## src/rtl/bcd_pkg.sv

```systemverilog
// rtl/bcd_pkg.sv - shared BCD types, constants and helper functions for bcd_updown_counter
package bcd_pkg;

  typedef logic [3:0] bcd_digit_t;

  localparam bcd_digit_t BCD_MAX_DIGIT = 4'd9;

  // Helpers work on a fixed wide vector; narrower values are zero-extended,
  // which is neutral for both validity and magnitude compare.
  localparam int BCD_MAX_DIGITS = 16;
  localparam int BCD_WIDE_W     = 4 * BCD_MAX_DIGITS;

  typedef logic [BCD_WIDE_W-1:0] bcd_wide_t;

  // True when every nibble is a decimal digit.
  function automatic logic bcd_is_valid(input bcd_wide_t value);
    logic ok;
    ok = 1'b1;
    for (int i = 0; i < BCD_MAX_DIGITS; i++) begin
      if (value[4*i +: 4] > BCD_MAX_DIGIT) ok = 1'b0;
    end
    return ok;
  endfunction

  // a <= b, compared digit by digit from the most significant digit down.
  function automatic logic bcd_le(input bcd_wide_t a, input bcd_wide_t b);
    logic le;
    logic decided;
    le      = 1'b1;
    decided = 1'b0;
    for (int i = BCD_MAX_DIGITS - 1; i >= 0; i--) begin
      if (!decided && (a[4*i +: 4] != b[4*i +: 4])) begin
        le      = (a[4*i +: 4] < b[4*i +: 4]);
        decided = 1'b1;
      end
    end
    return le;
  endfunction

endpackage

```

## src/rtl/bcd_digit.sv

```systemverilog
// rtl/bcd_digit.sv - one BCD digit of the ripple chain, combinational next value
module bcd_digit
  import bcd_pkg::*;
(
  input  bcd_digit_t d,
  input  logic       up,
  input  logic       down,
  input  logic       cin,
  input  logic       bin,
  output bcd_digit_t q,
  output logic       cout,
  output logic       bout
);

  // Step the digit when its carry/borrow-in is active; wrap 9->0 / 0->9 and ripple on.
  always_comb begin
    q    = d;
    cout = 1'b0;
    bout = 1'b0;
    if (up && cin) begin
      if (d == BCD_MAX_DIGIT) begin
        q    = '0;
        cout = 1'b1;
      end else begin
        q = d + 4'd1;
      end
    end else if (down && bin) begin
      if (d == '0) begin
        q    = BCD_MAX_DIGIT;
        bout = 1'b1;
      end else begin
        q = d - 4'd1;
      end
    end
  end

endmodule

```

## src/rtl/bcd_updown_counter.sv

```systemverilog
// rtl/bcd_updown_counter.sv - multi-digit BCD counter with limit, load check and pulses; BCD_DOWN_EN adds down-counting
module bcd_updown_counter
  import bcd_pkg::*;
#(
  parameter int                         BCD_DIGITS = 2,
  parameter logic [BCD_DIGITS-1:0][3:0] LIMIT      = {BCD_DIGITS{4'd9}},
  parameter bit                         SATURATE   = 1'b0
) (
  input  logic                         clk,
  input  logic                         rst,
  input  logic                         en,
  input  logic                         clear,
  input  logic                         load,
  input  logic [BCD_DIGITS-1:0][3:0]   load_value,
  input  logic                         inc,
`ifdef BCD_DOWN_EN
  input  logic                         dec,
`endif
  output logic [BCD_DIGITS-1:0][3:0]   bcd,
  output logic                         carry,
  output logic                         borrow,
  output logic                         at_limit,
  output logic                         at_zero,
  output logic                         load_err
);

  // BCD_DIGITS is limited to BCD_MAX_DIGITS by the width of the package helpers.
  localparam bcd_wide_t LIMIT_WIDE = BCD_WIDE_W'(LIMIT);

  logic [BCD_DIGITS-1:0][3:0] bcd_q, bcd_next, ripple;
  logic                       carry_q, carry_next;
  logic                       load_err_q, load_err_next;
  logic                       borrow_next;
  logic                       count_up, count_dn;
  logic                       load_ok;
  logic [BCD_DIGITS:0]        chain_c, chain_b;
  logic                       unused_chain_top;
  bcd_wide_t                  load_wide;

`ifdef BCD_DOWN_EN
  logic borrow_q;
  assign count_up = inc & ~dec;
  assign count_dn = dec & ~inc;
  assign borrow   = borrow_q;
`else
  assign count_up = inc;
  assign count_dn = 1'b0;
  assign borrow   = 1'b0;
`endif

  assign load_wide = BCD_WIDE_W'(load_value);
  assign load_ok   = bcd_is_valid(load_wide) && bcd_le(load_wide, LIMIT_WIDE);

  // Ripple chain: digit 0 always steps, higher digits step on carry/borrow from below.
  assign chain_c[0] = 1'b1;
  assign chain_b[0] = 1'b1;

  genvar gi;
  generate
    for (gi = 0; gi < BCD_DIGITS; gi++) begin : g_digit
      bcd_digit u_digit (
        .d    (bcd_q[gi]),
        .up   (count_up),
        .down (count_dn),
        .cin  (chain_c[gi]),
        .bin  (chain_b[gi]),
        .q    (ripple[gi]),
        .cout (chain_c[gi+1]),
        .bout (chain_b[gi+1])
      );
    end
  endgenerate

  // Ripple-out of the top digit only happens at all-9s/all-0s, already covered by the limit/zero decode.
  assign unused_chain_top = chain_c[BCD_DIGITS] ^ chain_b[BCD_DIGITS];

  assign at_limit = (bcd_q == LIMIT);
  assign at_zero  = (bcd_q == '0);

  // Next state with priority clear > load > count; limit/zero handling overrides the ripple result.
  always_comb begin
    bcd_next      = bcd_q;
    carry_next    = 1'b0;
    borrow_next   = 1'b0;
    load_err_next = 1'b0;
    if (clear) begin
      bcd_next = '0;
    end else if (load) begin
      if (load_ok) bcd_next = load_value;
      else         load_err_next = 1'b1;
    end else if (count_up) begin
      if (at_limit) begin
        if (!SATURATE) begin
          bcd_next   = '0;
          carry_next = 1'b1;
        end
      end else begin
        bcd_next = ripple;
      end
    end else if (count_dn) begin
      if (at_zero) begin
        if (!SATURATE) begin
          bcd_next    = LIMIT;
          borrow_next = 1'b1;
        end
      end else begin
        bcd_next = ripple;
      end
    end
  end

  // Count register and pulse flops; en low holds the count and drops pulses.
  always_ff @(posedge clk) begin
    if (rst) begin
      bcd_q      <= '0;
      carry_q    <= 1'b0;
      load_err_q <= 1'b0;
`ifdef BCD_DOWN_EN
      borrow_q   <= 1'b0;
`endif
    end else if (en) begin
      bcd_q      <= bcd_next;
      carry_q    <= carry_next;
      load_err_q <= load_err_next;
`ifdef BCD_DOWN_EN
      borrow_q   <= borrow_next;
`endif
    end else begin
      carry_q    <= 1'b0;
      load_err_q <= 1'b0;
`ifdef BCD_DOWN_EN
      borrow_q   <= 1'b0;
`endif
    end
  end

  assign bcd      = bcd_q;
  assign carry    = carry_q;
  assign load_err = load_err_q;

endmodule

```

## config.mk

```make
export PLATFORM = sky130hd
export DESIGN_NAME = bcd_updown_counter
export DESIGN_NICKNAME = d
export VERILOG_FILES = /design/src/rtl/bcd_pkg.sv /design/src/rtl/bcd_digit.sv /design/src/rtl/bcd_updown_counter.sv
export SDC_FILE = /design/constraint.sdc
export NUM_CORES = 1
export LEC_CHECK = 0
export ABC_AREA = 0
export CAP_MARGIN = 30
export CELL_PAD_IN_SITES_DETAIL_PLACEMENT = 1
export CELL_PAD_IN_SITES_GLOBAL_PLACEMENT = 1
export CORE_MARGIN = 2
export CORE_UTILIZATION = 29
export CTS_BUF_LIST = sky130_fd_sc_hd__clkbuf_4 sky130_fd_sc_hd__clkbuf_8
export DETAILED_ROUTE_END_ITERATION = 6
export PLACE_DENSITY = 0.78
export SLEW_MARGIN = 20
export SYNTH_ARGS = -nofsm -noshare
export SYNTH_HDL_FRONTEND = slang
export SYNTH_SLANG_ARGS = --single-unit
```

## constraint.sdc

```tcl
create_clock -name clk -period 1.62 [get_ports clk]
set_input_delay 0.486 -clock clk [delete_from_list [all_inputs] [get_ports clk]]
set_output_delay 0.486 -clock clk [all_outputs]
set_load 0.01 [all_outputs]
```

==> impl_metrics.env, run 1 <==
export IMPL_cts_root_buf="clkbuf_4"
export IMPL_grt_max_degree=10
export IMPL_met3_usage_pct=3.83
export IMPL_rows=18
export IMPL_yosysWarnings=0
export IMPL_wl_um=5080
export IMPL_vias=1131
export IMPL_port_buffers=25
export IMPL_die_h_um=54.4
export IMPL_grt_pass1_vias=1071
export IMPL_outcome="finished, violations left"
export IMPL_globalplace_congestion=0.829
export IMPL_crit_cells=5
export IMPL_max_stage_delay_ns=0.36
export IMPL_ant_nets=0
export IMPL_design_area_um2=1640
export IMPL_synth_cells=86
export IMPL_dpl_hpwl_um=2400
export IMPL_cp_buffers_inverters=2
export IMPL_hold_ws_ns=0.554
export IMPL_clkPwrFrac_pct=21.8
export IMPL_p_int_mw=0.550
export IMPL_power_mw=0.880
export IMPL_switching_power_mw=0.330
export IMPL_slowest_stage="dfxtp_2"
export IMPL_post_drt_wl_per_cell_um=27.2
export IMPL_cellLeakagePower_nw=0.764
export IMPL_worstPathRequired_ns=1.13
export IMPL_seq_area_frac_synth_pct=27.2
export IMPL_synth_seq_cells=10
export IMPL_syn_nets=106
export IMPL_fillers=252
export IMPL_dpl_cell_area_um2=1250
export IMPL_hold_viol_final=0
export IMPL_fin_nets=178
export IMPL_arrival_ns=1.41
export IMPL_finalClockSkew_ns=0.00523
export IMPL_synthToLayoutAreaGrowth_pct=122
export IMPL_finalSetupViolations=9
export IMPL_tritoncts="built"
export IMPL_synth_cell_types=39
export IMPL_fin_crit_ns=1.89
export IMPL_crit_chain="buf_6 > ha_4 > nand2_4 > nor4_4 > buf_2"
export IMPL_grt_util_met2_pct=45.0
export IMPL_violations="negative setup slack"
export IMPL_syn_area_per_cell_um2=8.57
export IMPL_holdPathStages=2
export IMPL_drv_slew=0
export IMPL_track_usage_pct=26.8
export IMPL_pin_count=27
export IMPL_netlist_area_um2=737
export IMPL_post_route_util_pct=67.4
export IMPL_crit_fanout=2
export IMPL_cp_start_kind="flop"
export IMPL_final_period_utilization_pct=117
export IMPL_critPathKind="reg -> out"
export IMPL_first_pass_iters=4
export IMPL_reg2regPathDepth=7
export IMPL_fmax_mhz=528
export IMPL_grt_setup_unrepaired="true"
export IMPL_power_share_sequential_pct=31.0
export IMPL_grt_most_used_layer="met2"
export IMPL_maxCapViolCount=0
export IMPL_clockBufferDepth=2
export IMPL_die_area_um2=2960
export IMPL_grt_pass1_wl_um=5390
export IMPL_core_um2=2430
export IMPL_fin_setup_tns_ns=-0.764
export IMPL_min_path_type="reg -> reg"
export IMPL_cts_hold_buf=0
export IMPL_path_clk_slew_ns=0.08
export IMPL_use_met1_pct=32.5
export IMPL_p_comb_share_pct=47.2
export IMPL_drt_first_iter_violations=36
export IMPL_powerDensity_nw_per_um2=537
export IMPL_drcViolationCount=0
export IMPL_cts_sinks=10
export IMPL_clock_latency_ns=0.28
export IMPL_p_sw_share_pct=37.5
export IMPL_cp_top_family="flip-flops"
export IMPL_setup_ws_ns=-0.273
export IMPL_htreeDepth=1
export IMPL_die_x_um=54.4
export IMPL_start_util_pct=30.3
export IMPL_overflow=0
export IMPL_vdd_drop_max_v=0.000402
export IMPL_endpoint_kind="primary output"
export IMPL_vias_per_cell=6.05
export IMPL_cts_buffers=3
export IMPL_drive_gt1_share_pct=63.5
export IMPL_antenna_found_initial=1
synth_stat cells:
library cell	count	area, um^2
dfxtp_1	10	200
a21oi_1	7	35.0
ha_1	6	75.1
inv_1	5	18.8
nand2_1	5	18.8
nor2_1	5	18.8
a311oi_1	3	26.3
and3_1	3	18.8
nand3_1	3	15.0
nor3_1	3	15.0
o31ai_1	3	22.5
a211oi_1	2	15.0
a32oi_1	2	17.5
buf_4	2	15.0
nand3b_1	2	15.0
o31a_2	2	20.0
a2111oi_0	1	8.76
a211o_2	1	10.0
a32o_1	1	10.0
and2b_2	1	8.76
and3_2	1	7.51
and3b_1	1	8.76
clkbuf_1	1	3.75
conb_1	1	3.75
nand2b_2	1	8.76
nand3b_2	1	11.3
nand4b_1	1	8.76
nor4_1	1	6.26
nor4bb_1	1	10.0
o21ai_0	1	5.00
o21ai_1	1	5.00
o22a_2	1	10.0
o22ai_2	1	12.5
o311ai_0	1	8.76
o31a_1	1	8.76
o41ai_1	1	8.76
or2_4	1	8.76
or4_1	1	7.51
xor2_1	1	8.76
per-stage QoR:
step | worst slack, ns | instances
floorplan | 0.0514 | 86
global placement | -0.479 | 170
detailed placement | -0.541 | 170
CTS | -0.199 | 178
global route | -0.316 | 187
finish | -0.273 | 187
power groups by stage:
stage | registers (mW) | clock network [mW] | logic [mW]
finish | 0.272 | 0.192 | 0.415
global route | 0.274 | 0.198 | 0.435
CTS | 0.272 | 0.180 | 0.328
detailed placement | 0.275 | 0 | 0.283
global placement | 0.273 | 0 | 0.273
floorplan | 0.287 | 0 | 0.0975
cell families after synthesis:
| kind of cell | count (synthesis) | synth area share (%) |
|---|---|---|
| other | 1 | 0.509 |
| adders and majority gates | 6 | 10.2 |
| buffers and inverters | 8 | 5.09 |
| DFF | 10 | 27.2 |
| AOI/OAI and AO/OA | 29 | 30.4 |
| and+or+nand+nor | 31 | 25.5 |
| xor gates and xnor gates | 1 | 1.19 |
flip-flops by register name, indices dropped and copies added (netlist names):
name / count
carry: 1
bcd: 8
load_err: 1
worst register-to-register path, cell delays in order, from the launching register on:
cell,delay [ns]
dfxtp_2,0.36
buf_6,0.10
ha_4,0.13
buf_4,0.11
nand3b_1,0.18
a21oi_4,0.28
a21oi_1,0.12
a311oi_1,0.31
path summary, 6_finish.rpt:
kind	endpoint	slack, ns	startpoint
worst max-delay path	at_limit	-0.27	bcd[0]$_SDFFE_PP0P_
worst min-delay path	bcd[6]$_SDFFE_PP0P_	0.55	bcd[6]$_SDFFE_PP0P_
worst min register to register	bcd[6]$_SDFFE_PP0P_	0.55	bcd[6]$_SDFFE_PP0P_
worst max register to register	bcd[4]$_SDFFE_PP0P_	-0.10	bcd[0]$_SDFFE_PP0P_
per-layer routing:
metal  wire length (um)  vias to the layer above
met1               2030                      555
met4                220                        0
li1                   -                      478
met2               2470                       75
met3                355                       23
met5                  0                        -
cells in the final DEF (no fill, tap or decap), types with 3 or more instances in the layout:
master / n
clkdlybuf4s15_1: 4
buf_6: 8
a21oi_2: 3
ha_1: 3
dfxtp_4: 3
dlymetal6s2s_1: 6
dlygate4sd2_1: 8
nor2_1: 3
dfxtp_2: 4
buf_4: 37
a21oi_1: 3
dfxtp_1: 3
clkdlybuf4s50_1: 4
clkbuf_4: 3
and3_1: 3
what timing repair did:
item	CTS	global route
endpoints found under the hold margin	0	0
cloned	0	0
setup buffers	5	8
gates resized for setup	66	35
setup endpoints to repair	20	14
pin swaps	11	12
layout make-up:
class | count | area, um^2 | share of cell area [%]
diodes | 1 | 2.50 | 0.153
clock buffers | 3 | 22.5 | 1.37
inverters | 5 | 21.3 | 1.30
repair buffers | 70 | 608 | 37.1
well taps | 30 | 37.5 | 2.29
multi-input cells | 68 | 731 | 44.6
flip-flops and latches | 10 | 216 | 13.2
(Power assumes the default switching activity.)
==> run 2: changes to the inputs <==
--- a/config.mk
+++ b/config.mk
@@ -6,14 +6,14 @@
 export NUM_CORES = 1
 export LEC_CHECK = 0
 export ABC_AREA = 0
-export CAP_MARGIN = 30
 export CELL_PAD_IN_SITES_DETAIL_PLACEMENT = 1
 export CELL_PAD_IN_SITES_GLOBAL_PLACEMENT = 1
 export CORE_MARGIN = 2
-export CORE_UTILIZATION = 29
+export CORE_UTILIZATION = 41
 export CTS_BUF_LIST = sky130_fd_sc_hd__clkbuf_4 sky130_fd_sc_hd__clkbuf_8
 export DETAILED_ROUTE_END_ITERATION = 6
-export PLACE_DENSITY = 0.78
+export DONT_BUFFER_PORTS = 1
+export PLACE_DENSITY = 0.79
 export SLEW_MARGIN = 20
 export SYNTH_ARGS = -nofsm -noshare
 export SYNTH_HDL_FRONTEND = slang
==> run 2 against run 1 <==
  * The run still ends with negative setup slack left
  * Hold slack worse by 0.30 ns
  * Final cell count decreased by 32%
  * Core utilization shrank 8.6 points
  * Clock power shrank 2%
  * Critical path type unchanged
  * Critical path depth did not move
  * Power fell by 22%
  * Clock skew hardly changed
  * Sequential share of layout area rose by 8.4 points
  * Design area decreased by 39%
  * Sequential power rose by 4%
  * Global-route usage rose by 1.5 points
  * Setup slack improved by 0.13 ns
==> impl_metrics.env, run 2 (synthesis gave the netlist of run 1 again) <==
export IMPL_synthToLayoutAreaGrowth_pct=36.2
export IMPL_p_comb_share_pct=31.1
export IMPL_grt_setup_unrepaired="true"
export IMPL_track_usage_pct=28.3
export IMPL_dpl_hpwl_um=1960
export IMPL_overflow=0
export IMPL_endpoint_kind="primary output"
export IMPL_vdd_drop_max_v=0.000389
export IMPL_cp_top_family="flip-flops"
export IMPL_rows=15
export IMPL_slowest_stage="dfxtp_2"
export IMPL_start_util_pct=43.2
export IMPL_path_clk_slew_ns=0.08
export IMPL_fin_nets=125
export IMPL_dp_slack_ns=-0.0320
export IMPL_crit_chain="inv_4 > ha_4 > nand2_2 > nor4_2 > buf_4"
export IMPL_hold_ws_ns=0.254
export IMPL_cts_root_buf="clkbuf_4"
export IMPL_tritoncts="built"
export IMPL_p_int_mw=0.450
export IMPL_die_x_um=46.4
export IMPL_violations="negative setup slack"
export IMPL_maxCapViolCount=0
export IMPL_first_pass_iters=4
export IMPL_finalSetupViolations=2
export IMPL_final_period_utilization_pct=109
export IMPL_die_h_um=46.4
export IMPL_power_mw=0.683
export IMPL_largest_reg_flops=8
export IMPL_post_drt_wl_per_cell_um=21.9
export IMPL_antenna_found_initial=0
export IMPL_powerDensity_nw_per_um2=681
export IMPL_fmax_mhz=569
export IMPL_drive_gt1_share_pct=51.5
export IMPL_htreeDepth=1
export IMPL_cellLeakagePower_nw=0.386
export IMPL_wl_um=2800
export IMPL_critPathKind="reg -> out"
export IMPL_hold_viol_final=0
export IMPL_core_um2=1710
export IMPL_mostFrequentLayoutCell="buf_4"
export IMPL_max_stage_delay_ns=0.34
export IMPL_port_buffers=0
export IMPL_grt_max_degree=12
export IMPL_arrival_ns=1.27
export IMPL_min_path_type="in -> reg"
export IMPL_dpl_cell_area_um2=853
export IMPL_drt_first_iter_violations=26
export IMPL_placed_cells=121
export IMPL_crit_fanout=3
export IMPL_clkPwrFrac_pct=27.5
export IMPL_globalplace_congestion=0.926
export IMPL_finalClockSkew_ns=0.00521
export IMPL_grt_pass1_wl_um=4150
export IMPL_cts_sinks=10
export IMPL_vias=823
export IMPL_clock_latency_ns=0.28
export IMPL_fin_crit_ns=1.76
export IMPL_worstPathRequired_ns=1.13
export IMPL_grt_pass1_vias=865
export IMPL_design_area_um2=1000
export IMPL_fin_cells=128
export IMPL_cp_start_kind="flop"
export IMPL_clockBufferDepth=2
export IMPL_p_sw_share_pct=34.1
export IMPL_drv_slew=0
export IMPL_final_cell_mix="17 x buf_4, 6 x a21oi_1, 5 x nor2_1, 4 x ha_4, 4 x dfxtp_2"
export IMPL_outcome="finished, violations left"
export IMPL_vias_per_cell=6.43
export IMPL_drcViolationCount=0
export IMPL_power_share_sequential_pct=41.5
export IMPL_cp_buffers_inverters=2
export IMPL_ant_nets=0
export IMPL_cts_buffers=3
export IMPL_setup_ws_ns=-0.139
export IMPL_pin_count=27
export IMPL_die_area_um2=2150
export IMPL_diodes=0
export IMPL_switching_power_mw=0.233
[run 2: worst paths after layout]
kind | from | endpoint | slack (ns) | depth (start not counted)
worst max register to register | bcd[1]$_SDFFE_PP0P_ | bcd[7]$_SDFFE_PP0P_ | 0.08 | 6
worst min-delay path | rst | bcd[7]$_SDFFE_PP0P_ | 0.25 | 1
worst min register to register | bcd[1]$_SDFFE_PP0P_ | bcd[1]$_SDFFE_PP0P_ | 0.52 | 2
worst max-delay path | bcd[1]$_SDFFE_PP0P_ | at_limit | -0.14 | 5
[run 2: per-stage QoR]
step	util (%)	TNS, ns
after floorplan	-	0
after global placement	50.0	0
after detailed placement	50.0	-0.0355
after CTS	58.0	-0.241
after global routing	58.8	-0.331
final	58.8	-0.261
[run 2: power groups by stage]
stage	clock, mW	combinational, mW	sequential (mW)
finish	0.188	0.212	0.283
floorplan	0	0.0975	0.287
global route	0.196	0.227	0.284
CTS	0.183	0.204	0.281
detailed placement	0	0.163	0.284
global placement	0	0.153	0.282
[run 2: worst reg2reg max path: stages (launching register included)]
cell     delay [ns]
dfxtp_2        0.34
inv_4          0.08
ha_4           0.14
and3b_2        0.23
o21ai_2        0.08
or4_1          0.49
a21oi_2        0.14
[run 2: layer usage]
metal | track usage, % | up-vias | part of all wire (%)
li1 | - | 368 | -
met1 | 35.2 | 410 | 41
met2 | 47.5 | 38 | 50
met3 | 4.31 | 7 | 6.0
met4 | 12.6 | 0 | 2.3
met5 | 0 | - | 0
[run 2: what timing repair did]
item | CTS | global route
hold buffers | 0 | 0
pin swaps | 3 | 1
gates resized for setup | 27 | 5
setup endpoints to repair | 2 | 5
setup buffers | 4 | 0
[run 2: area by class of cell]
cell class | instances | area (um^2)
clock buffer | 3 | 22.5
sequential | 10 | 216
fill | 204 | 704
timing repair buffer | 17 | 128
inverter | 5 | 26.3
tap | 25 | 31.3
multi-input combinational | 68 | 579
